[src/rtl/conv_pkg.sv]
// Shared types and sizing helpers for the convolution frame sequencer family.
package conv_pkg;

    typedef enum logic [2:0] {
        IDLE   = 3'd0,
        LOAD_W = 3'd1,
        STREAM = 3'd2,
        DRAIN  = 3'd3,
        DONE   = 3'd4
    } conv_state_t;

    function automatic int calc_out_size(input int data_size, input int kernel_size,
                                         input int stride);
        return (data_size - kernel_size) / stride + 1;
    endfunction

    localparam int KERNEL_SIZE_DEF = 5;
    localparam int DATA_SIZE_DEF   = 32;
    localparam int STRIDE_DEF      = 1;
    localparam int OUT_SIZE        = calc_out_size(DATA_SIZE_DEF, KERNEL_SIZE_DEF, STRIDE_DEF);
    localparam int N_W             = KERNEL_SIZE_DEF * KERNEL_SIZE_DEF;
    localparam int N_X             = DATA_SIZE_DEF * DATA_SIZE_DEF;

endpackage

[src/rtl/conv_out_tagger.sv]
// Registers engine results and tags each one with its raster (row, col) position;
// flags the final result of the frame and reports when the frame is complete.
module conv_out_tagger
    import conv_pkg::*;
#(
    parameter int SUM_BW  = 16,
    parameter int OUT_BW  = 5,
    parameter int OUT_DIM = 28
) (
    input  logic              clk,
    input  logic              rst,
    input  logic              clear_i,
    input  logic              capture_i,
    input  logic [SUM_BW-1:0] y_i,
    output logic              y_valid_o,
    output logic [SUM_BW-1:0] y_o,
    output logic [OUT_BW-1:0] row_o,
    output logic [OUT_BW-1:0] col_o,
    output logic              last_o,
    output logic              complete_o
);

    localparam int NUM_OUT = OUT_DIM * OUT_DIM;
    localparam int CNT_BW  = $clog2(NUM_OUT + 1);
    localparam logic [CNT_BW-1:0] CNT_LAST = CNT_BW'(NUM_OUT - 1);
    localparam logic [CNT_BW-1:0] CNT_FULL = CNT_BW'(NUM_OUT);
    localparam logic [OUT_BW-1:0] COL_LAST = OUT_BW'(OUT_DIM - 1);

    logic [OUT_BW-1:0] row_q, row_d, col_q, col_d;
    logic [CNT_BW-1:0] cnt_q, cnt_d;
    logic              y_valid_q, y_valid_d, last_q, last_d;
    logic [SUM_BW-1:0] y_q, y_d;
    logic [OUT_BW-1:0] y_row_q, y_row_d, y_col_q, y_col_d;

    // row_q/col_q hold the coordinate the next result will carry
    always_comb begin
        row_d     = row_q;
        col_d     = col_q;
        cnt_d     = cnt_q;
        y_valid_d = capture_i;
        y_d       = '0;
        y_row_d   = '0;
        y_col_d   = '0;
        last_d    = 1'b0;
        if (capture_i) begin
            y_d     = y_i;
            y_row_d = row_q;
            y_col_d = col_q;
            last_d  = (cnt_q == CNT_LAST);
            cnt_d   = cnt_q + CNT_BW'(1);
            if (col_q == COL_LAST) begin
                col_d = '0;
                row_d = row_q + OUT_BW'(1);
            end else begin
                col_d = col_q + OUT_BW'(1);
            end
        end
        if (clear_i) begin
            row_d = '0;
            col_d = '0;
            cnt_d = '0;
        end
    end

    always_ff @(posedge clk or posedge rst) begin
        if (rst) begin
            row_q     <= '0;
            col_q     <= '0;
            cnt_q     <= '0;
            y_valid_q <= 1'b0;
            y_q       <= '0;
            y_row_q   <= '0;
            y_col_q   <= '0;
            last_q    <= 1'b0;
        end else begin
            row_q     <= row_d;
            col_q     <= col_d;
            cnt_q     <= cnt_d;
            y_valid_q <= y_valid_d;
            y_q       <= y_d;
            y_row_q   <= y_row_d;
            y_col_q   <= y_col_d;
            last_q    <= last_d;
        end
    end

    assign y_valid_o  = y_valid_q;
    assign y_o        = y_q;
    assign row_o      = y_row_q;
    assign col_o      = y_col_q;
    assign last_o     = last_q;
    assign complete_o = (cnt_q == CNT_FULL);

endmodule

[src/rtl/conv_frame_sequencer.sv]
// Frame controller for the 2-D convolution engine: loads the kernel, streams one
// frame gap-free, tags results, and guards the drain phase with a watchdog.
module conv_frame_sequencer
    import conv_pkg::*;
#(
    parameter int KERNEL_SIZE = 5,
    parameter int WEIGHT_BW   = 8,
    parameter int DATA_BW     = 8,
    parameter int ADDR_BW     = 5,
    parameter int SUM_BW      = 16,
    parameter int DATA_SIZE   = 32,
    parameter int STRIDE      = 1,
    parameter int PIX_ADDR_BW = 10,
    parameter int OUT_BW      = 5,
    parameter int TIMEOUT     = 2048,
    parameter int TO_BW       = 12
) (
    input  logic                   clk,
    input  logic                   rst,
    input  logic                   i_start,
    output logic                   o_busy,
    output logic                   o_done,
    output logic                   o_timeout,
    output logic                   o_wmem_rd,
    output logic [ADDR_BW-1:0]     o_wmem_addr,
    input  logic [WEIGHT_BW-1:0]   i_wmem_data,
    output logic                   o_xmem_rd,
    output logic [PIX_ADDR_BW-1:0] o_xmem_addr,
    input  logic [DATA_BW-1:0]     i_xmem_data,
    output logic                   o_eng_w_en,
    output logic [ADDR_BW-1:0]     o_eng_addr,
    output logic [WEIGHT_BW-1:0]   o_eng_w,
    output logic                   o_eng_valid,
    output logic [DATA_BW-1:0]     o_eng_x,
    input  logic                   i_eng_valid,
    input  logic [SUM_BW-1:0]      i_eng_y,
    output logic                   o_y_valid,
    output logic [SUM_BW-1:0]      o_y,
    output logic [OUT_BW-1:0]      o_y_row,
    output logic [OUT_BW-1:0]      o_y_col,
    output logic                   o_y_last
);

    localparam int NUM_W   = KERNEL_SIZE * KERNEL_SIZE;
    localparam int NUM_X   = DATA_SIZE * DATA_SIZE;
    localparam int OUT_DIM = calc_out_size(DATA_SIZE, KERNEL_SIZE, STRIDE);
    localparam logic [ADDR_BW-1:0]     W_LAST  = ADDR_BW'(NUM_W - 1);
    localparam logic [PIX_ADDR_BW-1:0] X_LAST  = PIX_ADDR_BW'(NUM_X - 1);
    localparam logic [TO_BW-1:0]       TO_LAST = TO_BW'(TIMEOUT - 1);

    if (NUM_W - 1 >= 2 ** ADDR_BW) begin : g_chk_addr_bw
        $error("ADDR_BW cannot hold KERNEL_SIZE**2-1");
    end
    if (NUM_X - 1 >= 2 ** PIX_ADDR_BW) begin : g_chk_pix_bw
        $error("PIX_ADDR_BW cannot hold DATA_SIZE**2-1");
    end
    if (OUT_DIM - 1 >= 2 ** OUT_BW) begin : g_chk_out_bw
        $error("OUT_BW cannot hold OUT_SIZE-1");
    end
    if (TIMEOUT < 1 || TIMEOUT - 1 >= 2 ** TO_BW) begin : g_chk_to_bw
        $error("TO_BW cannot hold TIMEOUT-1");
    end

    conv_state_t            state_q, state_d;
    logic [ADDR_BW-1:0]     w_cnt_q, w_cnt_d;
    logic [PIX_ADDR_BW-1:0] x_cnt_q, x_cnt_d;
    logic [TO_BW-1:0]       to_cnt_q, to_cnt_d;
    logic                   timeout_q, timeout_d;
    logic                   start_acc, busy, res_complete;
    logic                   eng_w_en_q, eng_valid_q;
    logic [ADDR_BW-1:0]     eng_addr_q;

    assign busy = (state_q == LOAD_W) || (state_q == STREAM) || (state_q == DRAIN);

    // Counters return to 0 on phase exit so idle addresses read as 0
    always_comb begin
        state_d   = state_q;
        w_cnt_d   = w_cnt_q;
        x_cnt_d   = x_cnt_q;
        to_cnt_d  = to_cnt_q;
        timeout_d = timeout_q;
        start_acc = 1'b0;
        case (state_q)
            IDLE: begin
                if (i_start) begin
                    start_acc = 1'b1;
                    timeout_d = 1'b0;
                    w_cnt_d   = '0;
                    state_d   = LOAD_W;
                end
            end
            LOAD_W: begin
                w_cnt_d = w_cnt_q + ADDR_BW'(1);
                if (w_cnt_q == W_LAST) begin
                    w_cnt_d = '0;
                    x_cnt_d = '0;
                    state_d = STREAM;
                end
            end
            STREAM: begin
                x_cnt_d = x_cnt_q + PIX_ADDR_BW'(1);
                if (x_cnt_q == X_LAST) begin
                    x_cnt_d  = '0;
                    to_cnt_d = '0;
                    state_d  = DRAIN;
                end
            end
            DRAIN: begin
                to_cnt_d = to_cnt_q + TO_BW'(1);
                // Completion takes priority over a simultaneous watchdog expiry
                if (res_complete) begin
                    state_d = DONE;
                end else if (to_cnt_q == TO_LAST) begin
                    timeout_d = 1'b1;
                    state_d   = DONE;
                end
            end
            DONE: begin
                to_cnt_d = '0;
                state_d  = IDLE;
            end
            default: begin
                state_d = IDLE;
            end
        endcase
    end

    always_ff @(posedge clk or posedge rst) begin
        if (rst) begin
            state_q     <= IDLE;
            w_cnt_q     <= '0;
            x_cnt_q     <= '0;
            to_cnt_q    <= '0;
            timeout_q   <= 1'b0;
            eng_w_en_q  <= 1'b0;
            eng_addr_q  <= '0;
            eng_valid_q <= 1'b0;
        end else begin
            state_q     <= state_d;
            w_cnt_q     <= w_cnt_d;
            x_cnt_q     <= x_cnt_d;
            to_cnt_q    <= to_cnt_d;
            timeout_q   <= timeout_d;
            eng_w_en_q  <= (state_q == LOAD_W);
            eng_addr_q  <= w_cnt_q;
            eng_valid_q <= (state_q == STREAM);
        end
    end

    // RAM read data lands one cycle after the request, aligned with the delayed strobes
    assign o_busy      = busy;
    assign o_done      = (state_q == DONE);
    assign o_timeout   = timeout_q;
    assign o_wmem_rd   = (state_q == LOAD_W);
    assign o_wmem_addr = w_cnt_q;
    assign o_xmem_rd   = (state_q == STREAM);
    assign o_xmem_addr = x_cnt_q;
    assign o_eng_w_en  = eng_w_en_q;
    assign o_eng_addr  = eng_addr_q;
    assign o_eng_w     = eng_w_en_q ? i_wmem_data : '0;
    assign o_eng_valid = eng_valid_q;
    assign o_eng_x     = eng_valid_q ? i_xmem_data : '0;

    conv_out_tagger #(
        .SUM_BW  (SUM_BW),
        .OUT_BW  (OUT_BW),
        .OUT_DIM (OUT_DIM)
    ) u_tagger (
        .clk        (clk),
        .rst        (rst),
        .clear_i    (start_acc),
        .capture_i  (busy && i_eng_valid),
        .y_i        (i_eng_y),
        .y_valid_o  (o_y_valid),
        .y_o        (o_y),
        .row_o      (o_y_row),
        .col_o      (o_y_col),
        .last_o     (o_y_last),
        .complete_o (res_complete)
    );

endmodule
[config.mk]
export PLATFORM = sky130hd
export DESIGN_NAME = conv_frame_sequencer
export DESIGN_NICKNAME = d
export VERILOG_FILES = /design/src/rtl/conv_pkg.sv /design/src/rtl/conv_out_tagger.sv /design/src/rtl/conv_frame_sequencer.sv
export SDC_FILE = /design/constraint.sdc
export NUM_CORES = 1
export LEC_CHECK = 0
export CORE_MARGIN = 3
export CORE_UTILIZATION = 23
export DETAILED_ROUTE_END_ITERATION = 10
export SETUP_SLACK_MARGIN = 0.5
export SYNTH_ARGS = -nofsm -noshare
export SYNTH_HDL_FRONTEND = slang
export SYNTH_SLANG_ARGS = --single-unit
[constraint.sdc]
create_clock -name clk -period 3.2 [get_ports clk]
set_clock_uncertainty 0.1 [all_clocks]
set_input_delay 0.64 -clock clk [delete_from_list [all_inputs] [get_ports clk]]
set_output_delay 0.64 -clock clk [all_outputs]
set_load 0.1 [all_outputs]
==> impl_results.md, run 1 <==
- Area of the core: 0.0168 sq mm
- Slew margin rel.: 0.622
- Number of global-route vias before repair: 3,267
- Clock Sink Count: 86
- Highest-utilization routing layer at the global route stage: met2
- Type of element capturing the critical path: primary output
- Largest area contributor in the synthesized netlist: sky130_fd_sc_hd__dfrtp_1
- Clock insertion delay at the later pin of the skew report: 0.33 ns
- Total detailed-routing wirelength: 9570 um
- Net count after synthesis: 421
- Seq pwr share: 0.449
- HPWL Detailed: 6740 um
- Area share of the largest cell type after synthesis: 0.536
- Cell at the root of the clock tree: sky130_fd_sc_hd__clkbuf_16
- Met2 routing resource usage after global routing: 0.166
- Most common library cell in the layout ignoring fill and taps: sky130_fd_sc_hd__dfrtp_1
- Leakage dissipation: 2.54 nW
- Average cell area after synthesis: 10.6 sq um
- Antenna cells: 0
- Number of rows in the core area: 47
- Io pins: 107
- Number of cells produced by synthesis: 377
- Worst hold path class: reg2reg
- Switching power: 865 uW
- Area Growth Syn to Fin: 34.3%
- Most frequent cells in the layout: sky130_fd_sc_hd__dfrtp_1 (85), sky130_fd_sc_hd__buf_4 (73), sky130_fd_sc_hd__clkdlybuf4s50_1 (35), sky130_fd_sc_hd__and3_1 (31), sky130_fd_sc_hd__nand2_1 (30)
- Part of the power in the clock network: 0.362
- Hold-fix buffers, CTS: 0
- Primary FF master, synth: sky130_fd_sc_hd__dfrtp_1
- Fraction of the yosys area taken by sequential cells: 0.536
- Wire length of the first global-routing pass: 16,400 um
- Height of the chip: 138 um
- Average wire per cell in the routed design: 13.6 um
- Internal power contribution: 1.95 mW
- H-tree levels: 3
- Residual DRC: 0
- Final core area utilization: 0.321
- Max-cap violations: 0
- Area taken by multi-input logic gates: 0.00170 sq mm
- Switching share of total power: 0.308
- Synth Cell Area: 0.00401 sq mm
- Final RePlAce weighted congestion: 0.833
- Fin crit share: 0.817
- Number of endpoints failing setup at the final stage: 0
- Sequential Area: 0.00215 sq mm
- Post-layout minimum cycle time: 2.62 ns
- Overall die area: 0.0191 sq mm
- Slew Viols, Final: 0
- Number of antenna violations at the first check in global routing: 0
- Fmax achieved: 0.382 GHz
- Part of the total power dissipated in combinational logic: 0.189
- Top cells by area, synth: sky130_fd_sc_hd__dfrtp_1 (54%), sky130_fd_sc_hd__and3_1 (4.8%), sky130_fd_sc_hd__and2_1 (3.0%), sky130_fd_sc_hd__xor2_1 (2.8%), sky130_fd_sc_hd__nand2_1 (2.8%)
- GR Util met1: 0.130
- FFs w/ async S/R, synth: 1.00
- Total negative setup slack: 0 ns
- Actual slew at the worst max-slew pin: 0.563 ns
- Clock tree from TritonCTS: yes
- Reg clk slew, reported paths: 0.06 ns
- Largest net degree at the start of global routing: 87
- Outcome: finished clean
- Worst reg2reg setup slack: 1.02 ns
- DRC marker count from the first detailed-route iteration: 141
- Initial cell density of the core: 0.239
- First drt pass iteration count: 4
- Total setup buffers inserted after CTS: 0
- Number of distinct library cells after synthesis: 58
- Worst Path Max Fanout: 12
- Unrepaired setup endpoints after global routing: false
- Critical setup path kind: reg2out
- Horizontal extent of the die: 138 um
- Startpoint Class: flip-flop
- Register bit count reported by yosys: 86
- Final Hold Viols: 0
- Global route overflow: 0
- Worst EP arrival: 1.88 ns
- Number of enable flip-flop cells after synthesis: 0
- Synth warnings: 0
- Antenna violation net count after detailed routing: 0
- Areal power density over the cells: 521 mW/mm^2
- Data required, critical path: 2.46 ns
- Share of cells above drive strength 1: 0.211
- Layout Nets: 523
- Vias after detailed routing: 3,240
- Peak supply drop: 0.210 mV
- Maximum clock path buffer count: 2
- Port-buffer cells: 106
- Per-cell via count in the routed design: 4.61
- Overall fraction of global-route tracks in use: 0.102
- Layout filler cell count: 1,729
- Clock buffers created by TritonCTS: 9
- Global-route met3 utilization: 0.0294
[sequential cells by signal, indices dropped and copies added (netlist names)]
register / flops
o_wmem_addr: 5
o_eng_valid: 1
u_tagger.col_q: 5
u_tagger.y_o: 16
u_tagger.y_valid_o: 1
o_eng_addr: 5
to_cnt_q: 12
u_tagger.row_q: 5
state_q: 3
u_tagger.row_o: 5
u_tagger.col_o: 5
o_eng_w_en: 1
u_tagger.cnt_q: 10
u_tagger.last_o: 1
o_xmem_addr: 10
o_timeout: 1
[worst paths after layout]
| path | start | end | cells past startpoint |
|---|---|---|---|
| max in group asynchronous | rst | to_cnt_q[9]$_DFFE_PP0P_ | 3 |
| worst min register to register | o_wmem_addr[4]$_DFFE_PP0P_ | o_eng_addr[4]$_DFF_PP0_ | 0 |
| min in group asynchronous | rst | u_tagger.y_o[5]$_DFF_PP0_ | 3 |
| worst min-delay path | o_wmem_addr[4]$_DFFE_PP0P_ | o_eng_addr[4]$_DFF_PP0_ | 0 |
| worst max register to register | state_q[2]$_DFFE_PP0P_ | to_cnt_q[2]$_DFFE_PP0P_ | 4 |
| worst max-delay path | state_q[2]$_DFFE_PP0P_ | o_xmem_rd | 3 |
[stage by stage]
step | cells | power [mW] | setup slack (ns) | hold WS, ns | cell area (sq um)
2_1_floorplan | 377 | 1.65 | 0.627 | 0.365 | 4020
3_3_place_gp | 688 | 1.81 | 0.840 | 0.348 | 5100
3_5_place_dp | 688 | 1.81 | 0.753 | 0.350 | 5100
4_1_cts | 703 | 2.85 | 0.558 | 0.365 | 5390
5_1_grt | 703 | 2.94 | 0.502 | 0.385 | 5390
6_report | 703 | 2.81 | 0.585 | 0.361 | 5390
[metal layers]
| metal | up-vias | routed length (um) |
|---|---|---|
| met5 | - | 0 |
| met3 | 10 | 487 |
| li1 | 1561 | - |
| met1 | 1587 | 4260 |
| met2 | 82 | 4670 |
| met4 | 0 | 148 |
[cell usage after synthesis, drive strengths merged (7+ instances only)]
| library cell | count |
|---|---|
| clkbuf | 7 |
| and2 | 20 |
| buf | 11 |
| o21ai | 19 |
| ha | 8 |
| nand2 | 30 |
| a21oi | 13 |
| nand4 | 8 |
| nor2 | 16 |
| inv | 13 |
| xor2 | 13 |
| nand3 | 23 |
| dfrtp | 86 |
| and3 | 31 |
| nor3 | 7 |
[what timing repair did]
| action | in CTS | in global routing |
|---|---|---|
| resized for setup | 0 | 1 |
| setup endpoints to repair | 0 | 1 |
| endpoints found under the hold margin | 0 | 0 |
[power by group through the flow]
stage | clock (mW) | sequential (mW) | combinational, mW
floorplan | 0 | 1.45 | 0.200
global placement | 0 | 1.27 | 0.531
CTS | 1.05 | 1.26 | 0.537
finish | 1.02 | 1.26 | 0.532
global route | 1.09 | 1.28 | 0.569
detailed placement | 0 | 1.28 | 0.536
[worst max-delay path: stages (launching register included)]
cell and delay (ns):
sky130_fd_sc_hd__dfrtp_1 0.54, sky130_fd_sc_hd__or3b_1 0.55, sky130_fd_sc_hd__inv_2 0.15, sky130_fd_sc_hd__buf_4 0.30
[kinds of logic after synthesis]
logic type | Yosys count | synth area share
buffers and inverters | 31 | 0.0408
xor gates and xnor gates | 13 | 0.0284
adders and majority gates | 8 | 0.0249
muxes | 2 | 0.00530
DFF | 86 | 0.536
and+or+nand+nor | 170 | 0.249
AOI/OAI and AO/OA | 67 | 0.116
[layout make-up]
cell class                 instances  share of cell area
sequential                        86               0.399
multi-input combinational        260               0.316
timing repair buffer             109               0.170
tap                              220              0.0511
clock buffer                      10              0.0425
clock inverter                     5              0.0109
inverter                          13             0.00975
Note: power is estimated with default switching activity, not from simulation.
==> run 2, diff against run 1 <==
clock period = 2.7 ns   (was 3.2 ns; I/O delays follow)
==> impl_results.md, run 2 (same netlist as run 1, synthesis figures left out) <==
- Cell Count, Final, Fillers Out: 715
- Peak supply drop: 0.267 mV
- Maximum clock path buffer count: 2
- Overall fraction of global-route tracks in use: 0.104
- Worst EP arrival: 1.51 ns
- H-tree levels: 3
- Max-cap violations: 0
- Cell at the root of the clock tree: sky130_fd_sc_hd__clkbuf_16
- Highest signal layer in the routed design: met4
- Area Growth Syn to Fin: 43.5%
- Most frequent cells in the layout: sky130_fd_sc_hd__dfrtp_1 (72), sky130_fd_sc_hd__buf_4 (65), sky130_fd_sc_hd__clkdlybuf4s50_1 (35), sky130_fd_sc_hd__and3_1 (31), sky130_fd_sc_hd__nand2_1 (30)
- Horizontal extent of the die: 138 um
- Antenna violation net count after detailed routing: 0
- Outcome: finished clean
- Total negative setup slack: 0 ns
- Final Hold Viols: 0
- Hold-fix buffers, CTS: 0
- Clock insertion delay at the later pin of the skew report: 0.33 ns
- Antenna cells: 0
- Critical setup path kind: reg2out
- Average wire per cell in the routed design: 14.0 um
- Area of the core: 0.0168 sq mm
- Per-cell via count in the routed design: 4.52
- Port-buffer cells: 106
- Vias after detailed routing: 3,233
- Reg clk slew, reported paths: 0.06 ns
- Met1 layer wirelength in the final routing: 4450 um
- Number of endpoints failing setup at the final stage: 0
- Type of element capturing the critical path: primary output
- Number of antenna violations at the first check in global routing: 0
- Number of rows in the core area: 47
- Total detailed-routing wirelength: 9980 um
- Clock Sink Count: 86
- Startpoint Class: flip-flop
- Overall die area: 0.0191 sq mm
- Final core area utilization: 0.343
- Height of the chip: 138 um
- Largest net degree at the start of global routing: 50
- Number of flip-flops in the largest register: 16
- HPWL Detailed: 7340 um
- Post-layout minimum cycle time: 2.15 ns
- DRC marker count from the first detailed-route iteration: 206
- Unrepaired setup endpoints after global routing: false
- Slew Viols, Final: 0
- Leakage dissipation: 2.66 nW
- Clock tree from TritonCTS: yes
- Worst hold path class: reg2reg
- Share of cells above drive strength 1: 0.273
- Final RePlAce weighted congestion: 0.792
- Residual DRC: 0
- Fin crit share: 0.795
- Most common library cell in the layout ignoring fill and taps: sky130_fd_sc_hd__dfrtp_1
- Io pins: 107
- Fmax achieved: 0.466 GHz
- Number of global-route vias before repair: 3,234
- Initial cell density of the core: 0.239
- Slew margin rel.: 0.591
- Worst Path Max Fanout: 7
- Areal power density over the cells: 573 mW/mm^2
- Layout filler cell count: 1,717
- Worst hold slack after final layout: 0.360 ns
- First drt pass iteration count: 4
- Met2 wire length: 5020 um
- Global route overflow: 0
- Data required, critical path: 2.06 ns
- Detailed-routed wire length on met3: 418 um
- Clock buffers created by TritonCTS: 9
- Actual slew at the worst max-slew pin: 0.611 ns
- Count of placed standard cells including taps: 693
- Wire length of the first global-routing pass: 16,500 um
- Layout Nets: 534
run 2: cell count changes in the layout (fill, tap and decap cells not counted), moves of 2 or more:
cell                        previous run  this run
sky130_fd_sc_hd__dfrtp_2               1        12
sky130_fd_sc_hd__o2111ai_1             2         0
sky130_fd_sc_hd__buf_12                1        20
sky130_fd_sc_hd__clkinv_4              0         2
sky130_fd_sc_hd__dfrtp_4               0         2
sky130_fd_sc_hd__o2111ai_2             0         2
sky130_fd_sc_hd__buf_4                73        65
sky130_fd_sc_hd__and2_2                1         3
sky130_fd_sc_hd__and2_1               19        17
sky130_fd_sc_hd__dfrtp_1              85        72
sky130_fd_sc_hd__o21ai_1               0         3
sky130_fd_sc_hd__o21ai_0              19        16
run 2: where the power goes:
part	leakage [nW]	internal (mW)	switching (mW)
sequential	1.11	1.39	0.101
combinational	1.41	0.218	0.429
clock	0.135	0.653	0.511
total	2.66	2.26	1.04
run 2: metrics by stage:
stage	area, sq um	total power, mW	setup WS [ns]
floorplan	4070	1.96	0.398
global placement	5410	2.16	0.488
detailed placement	5410	2.17	0.416
CTS	5760	3.35	0.540
global route	5760	3.44	0.507
finish	5760	3.30	0.553
run 2: per-layer routing:
layer,GRT usage,up-vias
met2,0.174,84
met4,0.0343,0
li1,-,1582
met1,0.130,1562
met5,0,-
met3,0.0269,5
run 2: final timing paths:
path | startpoint | to | slack [ns] | cells after the start
worst max register to register | o_xmem_addr[0]$_DFFE_PP0P_ | to_cnt_q[2]$_DFFE_PP0P_ | 0.71 | 5
worst max-delay path | state_q[2]$_DFFE_PP0P_ | o_xmem_rd | 0.55 | 3
min in group asynchronous | rst | o_eng_addr[2]$_DFF_PP0_ | 0.60 | 3
worst min-delay path | o_wmem_addr[4]$_DFFE_PP0P_ | o_eng_addr[4]$_DFF_PP0_ | 0.36 | 0
max in group asynchronous | rst | u_tagger.cnt_q[5]$_DFFE_PP0P_ | 1.43 | 3
worst min register to register | o_wmem_addr[4]$_DFFE_PP0P_ | o_eng_addr[4]$_DFF_PP0_ | 0.36 | 0
run 2: timing repair:
action                                  in CTS  in global routing
endpoints found under the setup margin       1                  6
resized for setup                            5                  2
cloned                                       0                  0
buffers inserted                             6                  0
run 2: worst max-delay path, cell delays in order (launching register included):
cell	delay, ns
sky130_fd_sc_hd__dfrtp_2	0.43
sky130_fd_sc_hd__or3b_4	0.45
sky130_fd_sc_hd__inv_4	0.12
sky130_fd_sc_hd__buf_12	0.18
run 2: cell type report:
type,count,area [sq um],area share
inverter,13,55.1,0.00956
timing repair buffer,120,1240,0.215
sequential,86,2170,0.377
tap,220,275,0.0478
multi-input combinational,260,1730,0.301
clock buffer,10,239,0.0415
clock inverter,6,46.3,0.00804
